## config.mk

```make
export PLATFORM = sky130hd
export DESIGN_NAME = qspi_frame_reader_flat
export DESIGN_NICKNAME = d
export VERILOG_FILES = /design/src/rtl/mch3d_pkg.sv /design/src/rtl/qspi_frame_reader_if.sv /design/src/rtl/byte_fifo4.sv /design/src/rtl/qspi_frame_reader.sv /design/src/flat_wrapper.sv
export SDC_FILE = /design/constraint.sdc
export NUM_CORES = 1
export LEC_CHECK = 0
export ABC_AREA = 1
export CELL_PAD_IN_SITES_DETAIL_PLACEMENT = 2
export CELL_PAD_IN_SITES_GLOBAL_PLACEMENT = 2
export CORE_ASPECT_RATIO = 0.5
export CORE_MARGIN = 2
export CORE_UTILIZATION = 38
export CTS_BUF_LIST = sky130_fd_sc_hd__clkbuf_8
export CTS_CLUSTER_SIZE = 25
export DETAILED_ROUTE_END_ITERATION = 6
export GPL_TIMING_DRIVEN = 0
export PLACE_DENSITY = 0.84
export RECOVER_POWER = 100
export SETUP_SLACK_MARGIN = 0.2
export SYNTH_ARGS = -nofsm -noshare
export SYNTH_HDL_FRONTEND = slang
export SYNTH_SLANG_ARGS = --single-unit
```

## constraint.sdc

```tcl
create_clock -name clk_in -period 6 [get_ports clk_in]
set_input_delay 1.2 -clock clk_in [delete_from_list [all_inputs] [get_ports clk_in]]
set_output_delay 1.2 -clock clk_in [all_outputs]
set_load 0.02 [all_outputs]
```

## src/rtl/mch3d_pkg.sv

```systemverilog
// Shared definitions for the QPI framebuffer reader and its LCD-side consumers.
package mch3d_pkg;

    localparam logic [7:0] QPI_CMD_FAST_READ = 8'h0B;
    localparam int ADDR_W             = 24;
    localparam int DEF_LEN_W          = 18;
    localparam int DEF_DUMMY_CYCLES   = 5;
    localparam int DEF_MAX_BURST      = 1024;
    localparam int DEF_CS_HIGH_CYCLES = 4;

    typedef enum logic [2:0] {
        ST_IDLE,
        ST_CMD,
        ST_ADDR,
        ST_DUMMY,
        ST_READ,
        ST_GAP
    } qfr_state_t;

endpackage

```

## src/rtl/qspi_frame_reader_if.sv

```systemverilog
// Control, byte-stream and QPI pin bundle of the framebuffer reader.
interface qspi_frame_reader_if #(
    parameter int LEN_W = mch3d_pkg::DEF_LEN_W
);
    logic                          start;
    logic [mch3d_pkg::ADDR_W-1:0]  start_addr;
    logic [LEN_W-1:0]              byte_count;
    logic                          busy;
    logic                          done;
    logic [7:0]                    out_data;
    logic                          out_valid;
    logic                          out_ready;
    logic                          ram_clk;
    logic                          ram_cs_n;
    logic [3:0]                    ram_io_o;
    logic                          ram_io_oe;
    logic [3:0]                    ram_io_i;

    modport master (
        output start, start_addr, byte_count, out_ready, ram_io_i,
        input  busy, done, out_data, out_valid, ram_clk, ram_cs_n, ram_io_o, ram_io_oe
    );

    modport slave (
        input  start, start_addr, byte_count, out_ready, ram_io_i,
        output busy, done, out_data, out_valid, ram_clk, ram_cs_n, ram_io_o, ram_io_oe
    );
endinterface

```

## src/rtl/byte_fifo4.sv

```systemverilog
// 4-entry byte FIFO with occupancy output; the head entry is presented from registers.
module byte_fifo4 (
    input  logic       clk_in,
    input  logic       rst_n,
    input  logic       i_push,
    input  logic [7:0] i_data,
    input  logic       i_pop,
    output logic [7:0] o_data,
    output logic       o_valid,
    output logic [2:0] o_count
);
    logic [7:0] r_mem [4];
    logic [1:0] r_wp;
    logic [1:0] r_rp;
    logic [2:0] r_count;
    logic       w_do_push;
    logic       w_do_pop;

    assign w_do_pop  = i_pop && (r_count != 3'd0);
    assign w_do_push = i_push && (r_count != 3'd4);

    always_ff @(posedge clk_in or negedge rst_n) begin
        if (!rst_n) begin
            for (int i = 0; i < 4; i++) r_mem[i] <= 8'h00;
            r_wp    <= 2'd0;
            r_rp    <= 2'd0;
            r_count <= 3'd0;
        end else begin
            if (w_do_push) begin
                r_mem[r_wp] <= i_data;
                r_wp        <= r_wp + 2'd1;
            end
            if (w_do_pop) r_rp <= r_rp + 2'd1;
            r_count <= r_count + {2'd0, w_do_push} - {2'd0, w_do_pop};
        end
    end

    assign o_data  = r_mem[r_rp];
    assign o_valid = (r_count != 3'd0);
    assign o_count = r_count;
endmodule

```

## src/rtl/qspi_frame_reader.sv

```systemverilog
// QPI PSRAM Fast Read engine: streams a contiguous byte region out, splitting it into
// CS-low bursts on MAX_BURST or when the output FIFO nears full.
//   IDLE  | waiting for start
//   CMD   | CS low, command nibbles 0x0, 0xB
//   ADDR  | six address nibbles, MSB first
//   DUMMY | turnaround clocks, bus released
//   READ  | sampling data nibbles into bytes
//   GAP   | CS high between bursts, or draining before done
module qspi_frame_reader
    import mch3d_pkg::*;
#(
    parameter int LEN_W          = DEF_LEN_W,
    parameter int DUMMY_CYCLES   = DEF_DUMMY_CYCLES,
    parameter int MAX_BURST      = DEF_MAX_BURST,
    parameter int CS_HIGH_CYCLES = DEF_CS_HIGH_CYCLES
) (
    input  logic                 clk_in,
    input  logic                 rst_n,
    qspi_frame_reader_if.slave   bus
);
    localparam int BW = (MAX_BURST > 1) ? $clog2(MAX_BURST) : 1;

    qfr_state_t        r_state;
    logic              r_ram_clk;
    logic              r_cs_n;
    logic [3:0]        r_io_o;
    logic              r_io_oe;
    logic              r_busy;
    logic              r_done;
    logic [ADDR_W-1:0] r_addr;
    logic [LEN_W-1:0]  r_rem;
    logic [BW-1:0]     r_bcnt;
    logic [7:0]        r_tmr;
    logic [27:0]       r_sh;
    logic [3:0]        r_hi;
    logic              r_lo;

    logic              w_push;
    logic              w_pop;
    logic              w_valid;
    logic [7:0]        w_byte;
    logic [7:0]        w_data;
    logic [2:0]        w_fifo_cnt;
    logic [3:0]        w_cnt_after;
    logic              w_end_burst;

    assign w_pop       = w_valid && bus.out_ready;
    assign w_push      = (r_state == ST_READ) && r_ram_clk && r_lo;
    assign w_byte      = {r_hi, bus.ram_io_i};
    assign w_cnt_after = {1'b0, w_fifo_cnt} + 4'd1 - {3'd0, w_pop};
    // Stop at a byte boundary while at least one FIFO slot is still free after this push.
    assign w_end_burst = (r_rem == LEN_W'(1)) || (r_bcnt == BW'(MAX_BURST - 1)) ||
                         (w_cnt_after >= 4'd3);

    byte_fifo4 u_fifo (
        .clk_in  (clk_in),
        .rst_n   (rst_n),
        .i_push  (w_push),
        .i_data  (w_byte),
        .i_pop   (w_pop),
        .o_data  (w_data),
        .o_valid (w_valid),
        .o_count (w_fifo_cnt)
    );

    always_ff @(posedge clk_in or negedge rst_n) begin
        if (!rst_n) begin
            r_state   <= ST_IDLE;
            r_ram_clk <= 1'b0;
            r_cs_n    <= 1'b1;
            r_io_o    <= 4'h0;
            r_io_oe   <= 1'b0;
            r_busy    <= 1'b0;
            r_done    <= 1'b0;
            r_addr    <= '0;
            r_rem     <= '0;
            r_bcnt    <= '0;
            r_tmr     <= 8'd0;
            r_sh      <= '0;
            r_hi      <= 4'h0;
            r_lo      <= 1'b0;
        end else begin
            r_done <= 1'b0;
            case (r_state)
                ST_IDLE: begin
                    if (bus.start) begin
                        if (bus.byte_count == '0) begin
                            r_done <= 1'b1;
                        end else begin
                            r_state <= ST_CMD;
                            r_busy  <= 1'b1;
                            r_addr  <= bus.start_addr;
                            r_rem   <= bus.byte_count;
                        end
                    end
                end
                ST_CMD, ST_ADDR, ST_DUMMY, ST_READ: begin
                    if (r_cs_n) begin
                        r_cs_n  <= 1'b0;
                        r_io_oe <= 1'b1;
                        r_io_o  <= QPI_CMD_FAST_READ[7:4];
                        r_sh    <= {QPI_CMD_FAST_READ[3:0], r_addr};
                        r_tmr   <= 8'd1;
                        r_bcnt  <= '0;
                        r_lo    <= 1'b0;
                    end else if (!r_ram_clk) begin
                        r_ram_clk <= 1'b1;
                    end else begin
                        // Falling edge: RAM data is sampled here, next nibble is launched.
                        r_ram_clk <= 1'b0;
                        r_io_o    <= r_sh[27:24];
                        r_sh      <= {r_sh[23:0], 4'h0};
                        r_tmr     <= r_tmr - 8'd1;
                        case (r_state)
                            ST_CMD: begin
                                if (r_tmr == 8'd0) begin
                                    r_state <= ST_ADDR;
                                    r_tmr   <= 8'd5;
                                end
                            end
                            ST_ADDR: begin
                                if (r_tmr == 8'd0) begin
                                    r_io_oe <= 1'b0;
                                    if (DUMMY_CYCLES == 0) begin
                                        r_state <= ST_READ;
                                    end else begin
                                        r_state <= ST_DUMMY;
                                        r_tmr   <= 8'(DUMMY_CYCLES - 1);
                                    end
                                end
                            end
                            ST_DUMMY: begin
                                if (r_tmr == 8'd0) r_state <= ST_READ;
                            end
                            default: begin
                                if (!r_lo) begin
                                    r_hi <= bus.ram_io_i;
                                    r_lo <= 1'b1;
                                end else begin
                                    r_lo   <= 1'b0;
                                    r_addr <= r_addr + ADDR_W'(1);
                                    r_rem  <= r_rem - LEN_W'(1);
                                    r_bcnt <= r_bcnt + BW'(1);
                                    if (w_end_burst) begin
                                        r_state <= ST_GAP;
                                        r_cs_n  <= 1'b1;
                                        r_tmr   <= 8'(CS_HIGH_CYCLES - 1);
                                    end
                                end
                            end
                        endcase
                    end
                end
                ST_GAP: begin
                    if (r_tmr != 8'd0) begin
                        r_tmr <= r_tmr - 8'd1;
                    end else if (r_rem == '0) begin
                        if (w_fifo_cnt == 3'd0) begin
                            r_done  <= 1'b1;
                            r_busy  <= 1'b0;
                            r_state <= ST_IDLE;
                        end
                    end else if (w_fifo_cnt <= 3'd1) begin
                        r_state <= ST_CMD;
                    end
                end
                default: r_state <= ST_IDLE;
            endcase
        end
    end

    assign bus.busy      = r_busy;
    assign bus.done      = r_done;
    assign bus.out_data  = w_data;
    assign bus.out_valid = w_valid;
    assign bus.ram_clk   = r_ram_clk;
    assign bus.ram_cs_n  = r_cs_n;
    assign bus.ram_io_o  = r_io_o;
    assign bus.ram_io_oe = r_io_oe;
endmodule
```

## src/flat_wrapper.sv

```systemverilog
// flat-port wrapper written by rule: the top's interface ports become plain ports
module qspi_frame_reader_flat import mch3d_pkg::*;
#(
    parameter int LEN_W          = DEF_LEN_W,
    parameter int DUMMY_CYCLES   = DEF_DUMMY_CYCLES,
    parameter int MAX_BURST      = DEF_MAX_BURST,
    parameter int CS_HIGH_CYCLES = DEF_CS_HIGH_CYCLES
)
  (clk_in, rst_n, bus_start, bus_start_addr, bus_byte_count, bus_out_ready, bus_ram_io_i, bus_busy, bus_done, bus_out_data, bus_out_valid, bus_ram_clk, bus_ram_cs_n, bus_ram_io_o, bus_ram_io_oe);
  qspi_frame_reader_if #(.LEN_W(LEN_W)) bus_i ();
  input  logic clk_in;
  input  logic rst_n;
  input wire logic [$bits(bus_i.start)-1:0] bus_start;
  input wire logic [$bits(bus_i.start_addr)-1:0] bus_start_addr;
  input wire logic [$bits(bus_i.byte_count)-1:0] bus_byte_count;
  input wire logic [$bits(bus_i.out_ready)-1:0] bus_out_ready;
  input wire logic [$bits(bus_i.ram_io_i)-1:0] bus_ram_io_i;
  output wire logic [$bits(bus_i.busy)-1:0] bus_busy;
  output wire logic [$bits(bus_i.done)-1:0] bus_done;
  output wire logic [$bits(bus_i.out_data)-1:0] bus_out_data;
  output wire logic [$bits(bus_i.out_valid)-1:0] bus_out_valid;
  output wire logic [$bits(bus_i.ram_clk)-1:0] bus_ram_clk;
  output wire logic [$bits(bus_i.ram_cs_n)-1:0] bus_ram_cs_n;
  output wire logic [$bits(bus_i.ram_io_o)-1:0] bus_ram_io_o;
  output wire logic [$bits(bus_i.ram_io_oe)-1:0] bus_ram_io_oe;
  assign bus_i.start = bus_start;
  assign bus_i.start_addr = bus_start_addr;
  assign bus_i.byte_count = bus_byte_count;
  assign bus_i.out_ready = bus_out_ready;
  assign bus_i.ram_io_i = bus_ram_io_i;
  assign bus_busy = bus_i.busy;
  assign bus_done = bus_i.done;
  assign bus_out_data = bus_i.out_data;
  assign bus_out_valid = bus_i.out_valid;
  assign bus_ram_clk = bus_i.ram_clk;
  assign bus_ram_cs_n = bus_i.ram_cs_n;
  assign bus_ram_io_o = bus_i.ram_io_o;
  assign bus_ram_io_oe = bus_i.ram_io_oe;
  qspi_frame_reader #(.LEN_W(LEN_W), .DUMMY_CYCLES(DUMMY_CYCLES), .MAX_BURST(MAX_BURST), .CS_HIGH_CYCLES(CS_HIGH_CYCLES)) u_core (.clk_in(clk_in), .rst_n(rst_n), .bus(bus_i));
endmodule
```

# Word-level counts from Yosys, hierarchy flattened
# Cells that the tools add are included.
# word_totals
wordCells	180
mem_count	0
out_inout_bits	18
romBits	0
input_bits	50
latch_bits	0
ramBits	0
ff_bits	144
# op_classes
order_cmp	5
div_mod_pow	0
bitwise	5
n_eq_ne	27
add_sub_neg	10
n_reduce_logical	34
muxes	78
n_mul	0
shifts	0
# ops
operator	n
2-to-1 mux 24 bit	6
2-to-1 mux 18 bit	6
2-to-1 mux 8 bit	10
2-to-1 mux 28 bit	2
case mux 24 bit (2 select lines)	1
2-to-1 mux 10 bit	4
2-to-1 mux 3 bit	13
zero test 18 bit	2
case mux 18 bit (2 select lines)	1
bitwise mux 32 bit	1
adder 24 x 1 -> 24 bit, second input constant	1
2-to-1 mux 1 bit	24
case mux 8 bit (3 select lines)	1
equality test 18 x 1 -> 1 bit, second input constant	1
case mux 3 bit (3 select lines)	2
subtractor 18 x 1 -> 18 bit, second input constant	1
binary-select mux 8 bit (select 2 bit)	1
demux 8 bit (select 2 bit)	1
case mux 8 bit (2 select lines)	1
nonzero test 2 bit	7
inequality test 2 x 1 -> 1 bit, second input constant	6
AND reduction 12 bit	1
adder 10 x 1 -> 10 bit, second input constant	1
equality test 10 bit, second input constant	1
36 further kinds	64

# Longest topological paths before layout
# logic_depth
word_depth	11
mapped_depth	14
mapped_depth_nobuf	14

# Cells and area by module
# Synthesis repeated with hierarchy kept, for this count alone.
# hier_totals
hier_cells	1151
hier_area_um2	8385.5
# modules_own_cells
mod	instances	seq_area_each_um2	cells_per_inst	area_each_um2
qspi_frame_reader	1	2628.8	906	6361.1
byte_fifo4	1	975.9	245	2024.4

# Least setup slack after synthesis
# Ideal clock, no wire load.
# synth_timing
kind	register to output
from	register u_core.u_fifo.r_rp[0]
to	output port bus_out_data[5]
stages_incl_launch_ff	6
t_required_ns	4.800
arrival_time_ns	1.358
setup_slack_ns	3.442
path_buffers	2
path_cell_list	dfrtp_1 > clkbuf_1 > inv_1 > clkbuf_1 > o21ai_0 > o22ai_1
# synth_via
elab_chain_cells	4
# synth_rtl
item	line	rtl
from (decl)	byte_fifo4.sv:14	logic [1:0] r_rp;
from (signal assigned)	byte_fifo4.sv:33	if (w_do_pop) r_rp <= r_rp + 2'd1;
NOT 2 -> 3 bit (implied by the code)	byte_fifo4.sv:38	assign o_data = r_mem[r_rp];
binary-select mux 8 bit (select 2 bit)	byte_fifo4.sv:38	
2-to-1 mux 8 bit (implied by the code) (2 in series)	byte_fifo4.sv:38	
to (decl)	flat_wrapper.sv:20	output wire logic [$bits(bus_i.out_data)-1:0] bus_out_data;
# Every way passes these cells. The select of a mux whose other input is x is not followed.

# Final worst setup path
# Ends and elaborated chain as after synthesis.

==> out/qor.csv <==
stage;metric;value;unit
synthesis;syn_area_per_cell;7.50;sq um
routing;routed_wl;29300;um
layout;design_area;9390;sq um
layout;multi_input_area;3860;sq um
synthesis;synth-xor-area-share;1.94;%
timing;fin_ws;1.90;ns
routing;antenna_left;0;
layout;seqCellArea;3600;sq um
clock_tree;cts_root_buffer;clkbuf_8;
layout;insertedDiodeCount;0;
die;io_pins;68;
layout;synthToLayoutAreaGrowth;15.9;%
status;outcome;complete, no violations;
worst_setup_path;worstReg2RegEnd;u_core.u_fifo.o_count[2];
timing;clock_skew;0.0165;ns
global_route;grt_max_degree;75;
worst_setup_path;endpoint;bus_out_data[5];
synthesis;synth_top_family_by_area;simple AND/OR/NAND/NOR gates;
routing;dr.first_iter.drc_count;434;
die;rows;37;
synthesis;synth_compound_area_share;15.2;%
timing;slew_headroom;3.78;%
worst_setup_path;endpoint_kind;output port;
synthesis;syn-cell-area;8110;sq um
power;power_density;533;nW/um^2
synthesis;yosys_warnings;0;
routing;drt_first_pass_iters;5;
place;dp_hpwl;21700;um
timing;fin_crit_sh;68.4;%
routing;drc;0;
clock_tree;cts-hold-fix-buffers;0;
clock_tree;cts_buffers;17;
worst_setup_path;r2r-start;u_core.r_state[1];
clock_tree;h-tree-depth;4;
worst_setup_path;critical_path_required;4.80;ns
synthesis;synth_top_area_share;44.1;%
worst_setup_path;crit_type;register to output port;
timing;hold_viol;0;
global_route;grt_pass1_wl;47300;um
global_route;grt_pass1_vias;8804;
global_route;grtUsageTotal;27.6;%
routing;vias;7899;
synthesis;synth_fp_nets;1148;
place;io_buffers;67;
die;initial_core_util;39.1;%
layout;finalNetCount;1235;
timing;fmax;244;MHz
layout;layout_commonest_cell;nand2_1;
power;leakagePower;4.30;nW
job;maxCapViolations;0;
clock_tree;tritoncts;yes;
clock_tree;cts-resized-gates;0;
clock_tree;clk_pin_slew;0.09;ns
global_route;antenna_found_initial;1;
clock_tree;cts_buffer_depth;2;
synthesis;synth.yosys.seq_area_share;44.5;%
power;power;5.01;mW
die;coreArea;20700;sq um
layout;drive_gt1_share;4.66;%
synthesis;synth_area_leaders;dfrtp_1 (44%), nand2_1 (13%), nor2_1 (6.6%), o21ai_0 (6.2%), nand3_1 (4.4%);
global_route;grt-ovfl-total;0;
synthesis;synth_fa_ha_area_share;2.72;%
worst_setup_path;cp-startpoint;u_core.u_fifo.r_rp[0];
synthesis;synthMuxAreaShare;0;%
clock_tree;cts.sinks;144;
die;dieArea;22600;sq um
synthesis;synth_top_area_cell;dfrtp_1;
layout;final_cell_mix;nand2_1 (283), nor2_1 (144), dfrtp_1 (143);
routing;wl_per_cell;20.1;um
worst_setup_path;r2r_slack;2.21;ns
place;gp_congestion;0.867;
clock_tree;clock_latency;0.51;ns
place;place_area;9150;sq um
timing;layout_min_cycle_time;4.10;ns
die;die_h;107;um
layout;fill_cells;2493;
power;peakVddDrop;207;uV
synthesis;synthCells;1081;
worst_setup_path;crit_arrival;2.90;ns
worst_setup_path;setup.worst_path.start_class;register;
die;die_w;211;um
hold_path;min_path_type;register to register;
timing;final.setup.tns;0;ns
synthesis;ys_seq_elements;144;
routing;vias_per_cell;5.43;
timing;rsz0062_at_grt;no;
timing;report.final.setup_viol;0;
timing;slew_viol_final;0;
synthesis;ys_types;41;
timing;tightestPinTransition;1.43;ns
worst_setup_path;cp_max_fo;10;
worst_setup_path;r2r_cells;11;
synthesis;synth_simple_gate_area_share;28.5;%
clock_tree;cts_setup_buffers;0;
place;dpl_worst_slack;2.41;ns
==> synthesized netlist by cell type <==
| cell | n |
|---|---|
| a21boi_0 | 2 |
| a21o_1 | 1 |
| a21oi_1 | 27 |
| a31o_2 | 1 |
| a31oi_1 | 22 |
| and3_4 | 1 |
| buf_1 | 1 |
| buf_2 | 12 |
| buf_6 | 7 |
| clkbuf_1 | 19 |
| dfrtp_1 | 143 |
| dfstp_2 | 1 |
| fa_1 | 1 |
| ha_1 | 16 |
| inv_1 | 93 |
| inv_2 | 3 |
| nand2_1 | 278 |
| nand2_2 | 3 |
| nand2_4 | 5 |
| nand3_1 | 71 |
| nand3_2 | 1 |
| nand4_1 | 16 |
| nor2_1 | 142 |
| nor2_2 | 1 |
| nor2_4 | 2 |
| nor3_1 | 19 |
| nor3_4 | 1 |
| nor3b_1 | 1 |
| o211ai_1 | 13 |
| o21a_1 | 1 |
| o21ai_0 | 100 |
| o21ai_1 | 30 |
| o21ai_2 | 8 |
| o21bai_1 | 1 |
| o22ai_1 | 11 |
| o31ai_2 | 1 |
| o32ai_1 | 1 |
| o41ai_1 | 1 |
| or2_2 | 6 |
| xnor2_1 | 6 |
| xor2_1 | 12 |
==> logic make-up after synthesis <==
| family | Yosys count |
|---|---|
| compound gates | 220 |
| xor+xnor | 18 |
| fa+ha+maj | 17 |
| buf+inv | 135 |
| flops | 144 |
| simple gates | 547 |
==> flip-flops by register name (all words and copies together) (netlist names), 3 cells and up <==
register / cells
u_core.r_rem: 18
u_core.u_fifo.o_count: 3
u_core.bus.ram_io_o: 4
u_core.r_addr: 24
u_core.r_hi: 4
u_core.u_fifo.r_mem: 32
u_core.r_state: 3
u_core.r_bcnt: 10
u_core.r_sh: 28
u_core.r_tmr: 8
==> power breakdown <==
group,leakage (nW),internal (mW),switching [mW],total [mW]
clock network,0.192,0.343,0.446,0.789
registers,1.73,1.35,0.380,1.73
logic,2.38,0.779,1.71,2.49
==> cell type report <==
| class | count | share of cell area [%] |
|---|---|---|
| flip-flops and latches | 144 | 38.4 |
| plain buffers | 39 | 1.61 |
| well taps | 273 | 3.64 |
| clock inverters | 14 | 1.37 |
| clock buffers | 18 | 2.64 |
| repair buffers | 68 | 7.45 |
| inverters | 96 | 3.84 |
| multi-input cells | 802 | 41.1 |
==> worst min-delay path by stage <==
stage                            start                 endpoint  slack [ns]  depth (start not counted)
4_1_cts                 u_core.r_sh[1]           u_core.r_sh[1]        0.50                          2
3_5_place_dp            u_core.r_sh[1]           u_core.r_sh[1]        0.48                          2
3_3_place_gp           u_core.bus.busy          u_core.bus.busy        0.47                          2
5_1_grt         u_core.u_fifo.r_mem[8]   u_core.u_fifo.r_mem[8]        0.52                          2
2_1_floorplan           u_core.r_sh[0]           u_core.r_sh[0]        0.45                          2
6_report       u_core.u_fifo.r_mem[13]  u_core.u_fifo.r_mem[13]        0.49                          2
==> worst max-delay path, cell delays in order, from the launching register on <==
cell           delay [ns]
dfrtp_1              0.36
clkbuf_1             0.21
inv_1                0.29
clkbuf_1             0.46
o21ai_0              0.18
o22ai_1              0.19
dlygate4sd3_1        0.70
==> metal layers <==
layer  vias to the layer above  GRT usage [%]  share of wire [%]
met4                         2           8.35                1.6
met1                      3992           36.2                 47
met5                         -              0              0.044
li1                       3735              -                  -
met2                       132           46.6                 47
met3                        38           5.05                3.7
==> metrics by stage <==
step                hold slack, ns  util (%)  std cells
finish                       0.490      45.3       1454
detailed placement           0.475      44.1       1422
CTS                          0.497      45.9       1454
global placement             0.467      44.0       1421
global route                 0.517      45.3       1454
floorplan                    0.453         -       1081
(Power assumes the default switching activity.)
